### src/rtl/uart_frame_decoder.sv
// Frame decoder behind the UART receiver: sync / length / payload / XOR checksum,
// then replays a verified payload on a valid/ready byte stream.
//
// state         | meaning
// --------------+-------------------------------------------------------------
// S_WAIT_SYNC   | idle, hunting for SYNC_BYTE; other bytes ignored
// S_GET_LEN     | next byte is the payload length
// S_GET_PAYLOAD | storing payload bytes into the buffer, folding the checksum
// S_GET_CSUM    | next byte is compared against the running XOR
// S_DRAIN       | replaying the buffer downstream; incoming bytes are overruns
module uart_frame_decoder #(
  parameter int                   DATA_BITS      = 8,
  parameter int                   MAX_LEN        = 16,
  parameter logic [DATA_BITS-1:0] SYNC_BYTE      = 8'hA5,
  parameter int                   TIMEOUT_CYCLES = 50000
) (
  input  logic                 clk,
  input  logic                 n_rst,
  input  logic                 i_data_valid,
  input  logic [DATA_BITS-1:0] i_data,
  output logic                 o_byte_valid,
  output logic [DATA_BITS-1:0] o_byte,
  output logic                 o_byte_last,
  input  logic                 i_byte_ready,
  output logic                 o_frame_ok,
  output logic                 o_err_csum,
  output logic                 o_err_len,
  output logic                 o_err_timeout,
  output logic                 o_err_overrun
);

  localparam int LW = $clog2(MAX_LEN + 1);
  localparam int IW = (MAX_LEN > 1) ? $clog2(MAX_LEN) : 1;
  localparam int CW = $clog2(TIMEOUT_CYCLES + 1);
  localparam logic [LW-1:0] LEN_ONE   = LW'(1);
  localparam logic [CW-1:0] IDLE_LOAD = CW'(TIMEOUT_CYCLES - 1);
  localparam logic [CW-1:0] IDLE_ONE  = CW'(1);

  typedef enum logic [4:0] {
    S_WAIT_SYNC   = 5'b00001,
    S_GET_LEN     = 5'b00010,
    S_GET_PAYLOAD = 5'b00100,
    S_GET_CSUM    = 5'b01000,
    S_DRAIN       = 5'b10000
  } state_t;

  state_t               state;
  state_t               state_nxt;
  logic [LW-1:0]        len_q;
  logic [LW-1:0]        wr_idx;
  logic [LW-1:0]        rd_idx;
  logic [DATA_BITS-1:0] csum;
  logic [CW-1:0]        idle_cnt;
  logic [DATA_BITS-1:0] pay_buf [MAX_LEN];

  logic len_too_big;
  logic len_zero;
  logic csum_match;
  logic idle_expired;
  logic in_frame;
  logic last_wr;
  logic last_rd;

  // length is judged on the whole received byte, before truncation to LW bits
  assign len_too_big  = (int'(i_data) > MAX_LEN);
  assign len_zero     = (i_data == '0);
  assign csum_match   = (i_data == csum);
  assign idle_expired = (idle_cnt == '0);
  assign in_frame     = (state == S_GET_LEN) || (state == S_GET_PAYLOAD) ||
                        (state == S_GET_CSUM);
  assign last_wr      = (wr_idx == len_q - LEN_ONE);
  assign last_rd      = (rd_idx == len_q - LEN_ONE);

  always_ff @(posedge clk or negedge n_rst) begin
    if (!n_rst) begin
      state    <= S_WAIT_SYNC;
      len_q    <= '0;
      wr_idx   <= '0;
      rd_idx   <= '0;
      csum     <= '0;
      idle_cnt <= '0;
    end else begin
      state <= state_nxt;

      // idle timer is a down-counter reloaded by any byte and outside a frame
      if (i_data_valid || !in_frame) begin
        idle_cnt <= IDLE_LOAD;
      end else if (!idle_expired) begin
        idle_cnt <= idle_cnt - IDLE_ONE;
      end

      if (i_data_valid) begin
        case (state)
          S_GET_LEN: begin
            len_q  <= i_data[LW-1:0];
            csum   <= i_data;
            wr_idx <= '0;
          end
          S_GET_PAYLOAD: begin
            csum   <= csum ^ i_data;
            wr_idx <= wr_idx + LEN_ONE;
          end
          default: ;
        endcase
      end

      if (state == S_DRAIN) begin
        if (i_byte_ready) rd_idx <= rd_idx + LEN_ONE;
      end else begin
        rd_idx <= '0;
      end
    end
  end

  always_ff @(posedge clk) begin
    if ((state == S_GET_PAYLOAD) && i_data_valid) begin
      pay_buf[wr_idx[IW-1:0]] <= i_data;
    end
  end

  always_comb begin
    state_nxt = state;
    case (state)
      S_WAIT_SYNC: begin
        if (i_data_valid && (i_data == SYNC_BYTE)) state_nxt = S_GET_LEN;
      end
      S_GET_LEN: begin
        if (i_data_valid) begin
          if (len_too_big)   state_nxt = S_WAIT_SYNC;
          else if (len_zero) state_nxt = S_GET_CSUM;
          else               state_nxt = S_GET_PAYLOAD;
        end else if (idle_expired) begin
          state_nxt = S_WAIT_SYNC;
        end
      end
      S_GET_PAYLOAD: begin
        if (i_data_valid) begin
          if (last_wr) state_nxt = S_GET_CSUM;
        end else if (idle_expired) begin
          state_nxt = S_WAIT_SYNC;
        end
      end
      S_GET_CSUM: begin
        if (i_data_valid) begin
          if (csum_match && (len_q != '0)) state_nxt = S_DRAIN;
          else                             state_nxt = S_WAIT_SYNC;
        end else if (idle_expired) begin
          state_nxt = S_WAIT_SYNC;
        end
      end
      S_DRAIN: begin
        if (i_byte_ready && last_rd) state_nxt = S_WAIT_SYNC;
      end
      default: state_nxt = S_WAIT_SYNC;
    endcase
  end

  always_comb begin
    o_byte_valid  = (state == S_DRAIN);
    o_byte        = '0;
    o_byte_last   = 1'b0;
    if (state == S_DRAIN) begin
      o_byte      = pay_buf[rd_idx[IW-1:0]];
      o_byte_last = last_rd;
    end
    o_frame_ok    = (state == S_GET_CSUM) && i_data_valid && csum_match;
    o_err_csum    = (state == S_GET_CSUM) && i_data_valid && !csum_match;
    o_err_len     = (state == S_GET_LEN) && i_data_valid && len_too_big;
    // a byte landing on the expiry cycle takes priority over the timeout
    o_err_timeout = in_frame && !i_data_valid && idle_expired;
    o_err_overrun = (state == S_DRAIN) && i_data_valid;
  end

endmodule

### config.mk
export PLATFORM = sky130hd
export DESIGN_NAME = uart_frame_decoder
export DESIGN_NICKNAME = d
export VERILOG_FILES = /design/src/rtl/uart_frame_decoder.sv
export SDC_FILE = /design/constraint.sdc
export NUM_CORES = 1
export LEC_CHECK = 0
export CAP_MARGIN = 20
export CORE_UTILIZATION = 66
export CTS_CLUSTER_DIAMETER = 120
export DETAILED_ROUTE_END_ITERATION = 10
export PLACE_DENSITY = 0.82
export SKIP_CTS_REPAIR_TIMING = 1
export SLEW_MARGIN = 10
export SYNTH_ARGS = -nofsm -noshare
export SYNTH_HDL_FRONTEND = slang
export SYNTH_SLANG_ARGS = --single-unit
### constraint.sdc
create_clock -name clk -period 7.08 [get_ports clk]
set_clock_uncertainty 0.2 [all_clocks]
set_input_delay 1.416 -clock clk [delete_from_list [all_inputs] [get_ports clk]]
set_output_delay 1.416 -clock clk [all_outputs]
set_load 0.02 [all_outputs]
======== After elaboration in Yosys (flattened, before gate mapping) ========
Memory sizes are Yosys's and may differ from the RTL's.
Cells that the tools add are included.
Widths: inputs -> output; s select.
word-level totals
  flip-flop bits (word level) ............. 44
  bits in writable memories ............... 128
  input bits .............................. 12
  output and inout port bits .............. 15
  word-level logic and storage cells ...... 73
  memories kept ........................... 1
memories
  name     words  width  read ports  clocked after Yosys merged registers in  wr ports  RTL line  text
  pay_buf  16     8      1           0                                        1         54        logic [DATA_BITS-1:0] pay_buf [MAX_LEN];
operators by class
  add/sub/neg operators ................... 4
  $lt $le $gt $ge ......................... 1
  eq/ne operators ......................... 14
  multiplexer cells ....................... 21
  bitwise gates (word level) .............. 1
  reduce and logical (&&, ||, !) cells .... 25
operators with widths
  operator               count
  $mux 5                 10
  $mux 16                2
  $pmux 5 s5             1
  $logic_not 16->1       1
  $pmux 8 s2             1
  $sub 16x1->16 const B  1
  $logic_and 1x1->1      12
  $add 5x1->5 const B    2
  $eq 5x5->1             2
  $pmux 5 s2             1
  $eq 8x8->1             1
  $eq 8x8->1 const B     1
  $gt 8x5->1 const B     1
  $logic_not 8->1        1
  $mux 4                 2
  $mux 8                 1
  $xor 8x8->8            1
  $ne 2x1->1 const B     3
  $eq 5x1->1 const B     1
  $eq 5x2->1 const B     1
  $eq 5x3->1 const B     1
  $eq 5x4->1 const B     1
  $eq 5x5->1 const B     1
  $reduce_bool 5->1      1
  9 further kinds        16

======== Longest topological paths before layout ========
  depth after elaboration ................. 6
  gate-level depth with buffers ........... 9
  mapped depth without buffers ............ 7

======== Least setup slack after synthesis ========
No wires, ideal clock.
  path type ............................... input port to output port
  start ................................... input i_data[2]
  end ..................................... output o_frame_ok
  arrival time ............................ 2.495 ns
  data required time ...................... 5.464 ns
  setup slack ............................. 2.969 ns
  stages .................................. 5
  path buffers ............................ 1
  cell sequence ........................... clkbuf_1 > xor2_1 > nor4_1 > nand2_1 > nor2_1
on the way
  longest elaborated chain between the ends .. 2
ends and longest elaborated chain
  item                RTL line  text
  start: declaration  20        input logic [DATA_BITS-1:0] i_data,
  $eq 8x8->1          67        assign csum_match = (i_data == csum);
  $logic_and 1x1->1   166       o_frame_ok = (state == S_GET_CSUM) && i_data_valid && csum_match;
  end: declaration    25        output logic o_frame_ok,
No other way between the ends.

======== Worst setup path in the final report ========
  start ................................... input i_data[3]
  end ..................................... output o_frame_ok
The elaborated chain is that of the path after synthesis.

==> Flow_metrics.wiki <==
{| class="wikitable"
! Metric !! Value
|-
| Number of violations of the max-capacitance limit || 0
|-
| Final setup TNS || 0 ns
|-
| Horiz. Die Dim || 110 um
|-
| Area growth from synthesis to layout || 13.3%
|-
| Crit Path Max Fanout || 23
|-
| Global Route met1 Usage || 0.400
|-
| Max_slew headroom || 0.255
|-
| Cell count after placement || 649
|-
| Pre-CTS setup slack || 1.50 ns
|-
| Main synth FF type || edfxtp_1
|-
| Wire length of the first global-routing pass || 25.0 mm
|-
| Pin count of the biggest net entering global routing || 45
|-
| Power density over the cells || 274 mW/mm^2
|-
| Clock sink count || 172
|-
| Worst setup path category || input pin to primary output
|-
| Drt total wl || 16.3 mm
|-
| Largest vdd supply drop || 0.227 mV
|-
| Proportion of synthesized chip area in sequential cells || 0.646
|-
| Height of the chip || 110 um
|-
| Critical path launch point type || input pin
|-
| Post-layout instance count excluding filler cells || 683
|-
| Result of the run || complete, no violations
|-
| Share of the clock period used by the worst path after layout || 0.785
|-
| Kind of path behind the tightest hold check || flop to flop
|-
| Site row count || 38
|-
| Final Hold Viols || 0
|-
| Fmax || 180 MHz
|-
| Skew-Pair Late Insertion Delay || 0.43 ns
|-
| Final number of setup-violating endpoints || 0
|-
| Leakage power || 2.90 nW
|-
| Final Power || 2.38 mW
|-
| Design Area, Final || 0.00868 mm^2
|-
| Number of buffers added by the clock tree synthesis step || 17
|-
| Tot GR Track Use || 0.304
|-
| Number of remaining DRC errors || 0
|-
| Initial Utilization || 0.691
|-
| Global routing usage on met2 || 0.500
|-
| Final Hold Slack || 0.309 ns
|-
| Die Area || 0.0120 mm^2
|-
| Final net count || 550
|-
| CTS tree || built
|-
| Mapped Nets || 524
|-
| RSZ-0062 raised after global routing || false
|-
| Transition time at the pin with the least slew margin || 1.11 ns
|-
| Post-synth EDFFs || 128
|-
| Min Tclk post-route || 5.56 ns
|-
| Initial antenna violation count || 0
|-
| Via count || 4563
|-
| Routability congestion estimate || 0.866
|-
| Layout cells sized above 1 || 0.180
|-
| Filler Cell Count || 598
|-
| Max Root-Sink Buffers || 2
|-
| Number of max-slew violations in the final report || 0
|-
| Clock transition at the registers of the reported paths || 0.06 ns
|-
| Antenna diode instance count || 0
|-
| Capturing element type of the critical path || primary output
|-
| Endpoint required time on the critical path || 5.46 ns
|-
| Core Area || 0.0111 mm^2
|-
| Fraction of post-synthesis cell area in the top cell type by area || 0.502
|-
| Area contributors post-synth || edfxtp_1, dfrtp_1, mux4_2
|-
| Avg Synthesized Cell Area || 15.2 um^2
|-
| Synth async-reset ratio || 0.256
|-
| Cell chosen for the clock root || clkbuf_16
|-
| Routed wire per std cell || 23.8 um
|-
| Cells after Synth || 504
|-
| Cell Area, Placed || 0.00806 mm^2
|-
| Total of flip-flops plus latches after synthesis || 172
|-
| Antenna viol nets, final || 0
|-
| Overflow left after global routing || 0
|-
| DP Wirelength || 9.93 mm
|-
| Fin util || 0.784
|-
| Number of port buffers || 26
|-
| H-tree Lvls || 4
|-
| Slack of the critical path || 1.52 ns
|-
| Number of distinct library cells after synthesis || 50
|-
| Detail-routed via count per cell || 6.68
|-
| Cell type with the highest aggregate area in the netlist || edfxtp_1
|-
| Ys Warns || 0
|-
| Global-route met3 utilization || 0.0664
|-
| DRC marker count from the first detailed-route iteration || 510
|-
| Number of iterations in the first detailed-routing pass || 5
|-
| Vias in the first global route || 4531
|-
| Arrival time reported for the critical path endpoint || 3.94 ns
|-
| Layer with the highest usage after global routing || met2
|-
| IO Count || 27
|-
| Netlist Area Pre-Place || 0.00766 mm^2
|}
layout by cell type, fill, tap and decap left out, types with 3 or more instances in the layout:
cell type and count:
nand2b_1 5, clkinvlp_4 6, buf_4 9, xnor2_1 12
dfrtp_1 42, clkdlybuf4s50_1 25, o211ai_1 5, nand2_1 31
nor3b_1 3, clkinv_2 3, mux2i_1 9, edfxtp_1 128
o21ai_0 5, a21oi_1 16, bufinv_16 3, nor2_1 42
ha_1 8, nor2b_1 11, xor2_1 27, mux2_2 4
mux4_2 40, nor4b_1 3, clkbuf_16 17, nor4_1 6
nor3_1 8, inv_1 10, nor3_2 4, nand3_1 8
o31ai_1 3, nand4_1 9, nand3b_1 4, a31oi_1 5
sequential cells by signal (all words and copies together), names as in the netlist:
signal and flops:
len_q 5, idle_cnt 16, pay_buf 128, state 5, rd_idx 5, wr_idx 5, csum 8
worst paths after layout:
kind                           start             to  slack, ns  depth (start not counted)
setup / recovery           i_data[3]     o_frame_ok       1.52                          6
hold / removal             wr_idx[4]      wr_idx[4]       0.31                          1
setup reg to reg            state[1]  pay_buf[7][5]       4.12                          4
hold reg to reg            wr_idx[4]      wr_idx[4]       0.31                          1
max in group asynchronous      n_rst       state[0]       5.51                          2
min in group asynchronous      n_rst      wr_idx[2]       0.64                          1
where the power goes:
group	switching (mW)	leakage (nW)	internal, mW
Combinational	0.138	0.930	0.122
Sequential	0.0581	1.69	1.13
Clock	0.384	0.274	0.553
cell type report:
class,instances,area [um^2],area share
Clock buffer,17,425,0.0490
Clock inverter,15,173,0.0199
Inverter,10,37.5,0.00432
Multi-Input combinational cell,293,2580,0.297
Sequential cell,172,4950,0.570
Tap cell,140,175,0.0202
Timing Repair Buffer,36,343,0.0395
synthesized netlist by cell type, drive strengths merged (4+ instances only):
library cell  count
nand4             9
nor2             42
nand2            31
inv              10
a31oi             5
buf               6
mux2i             9
nand2b            5
xor2             27
mux2              4
clkbuf           23
dfrtp            43
nor2b            11
nor4              6
mux4             40
nor3             12
o211ai            5
o21ai             7
a21oi            16
nand3             8
ha                8
nand3b            4
xnor2            12
edfxtp          128
critical path, stage by stage:
cell	delay (ns)
clkdlybuf4s50_1	0.80
xor2_1	0.30
nor4_1	0.51
nand2_1	0.10
nor2_1	0.17
clkdlybuf4s50_1	0.63
logic make-up (layout without fill, tap and decap cells):
| family | count (synthesis) | in the layout | share of synthesized area |
|---|---|---|---|
| DFF | 172 | 172 | 0.646 |
| adders and majority gates | 8 | 8 | 0.0131 |
| xor gates and xnor gates | 40 | 40 | 0.0475 |
| AOI/OAI and AO/OA | 47 | 47 | 0.0395 |
| and+or+nand+nor | 145 | 145 | 0.0982 |
| muxes | 53 | 53 | 0.135 |
| buffers and inverters | 39 | 78 | 0.0207 |
metal layers:
metal / up-vias / share of wire
met3: 29 / 0.081
met5: - / 0
met2: 265 / 0.51
met1: 2279 / 0.39
met4: 0 / 0.018
li1: 1990 / -
(Power assumes the default switching activity.)
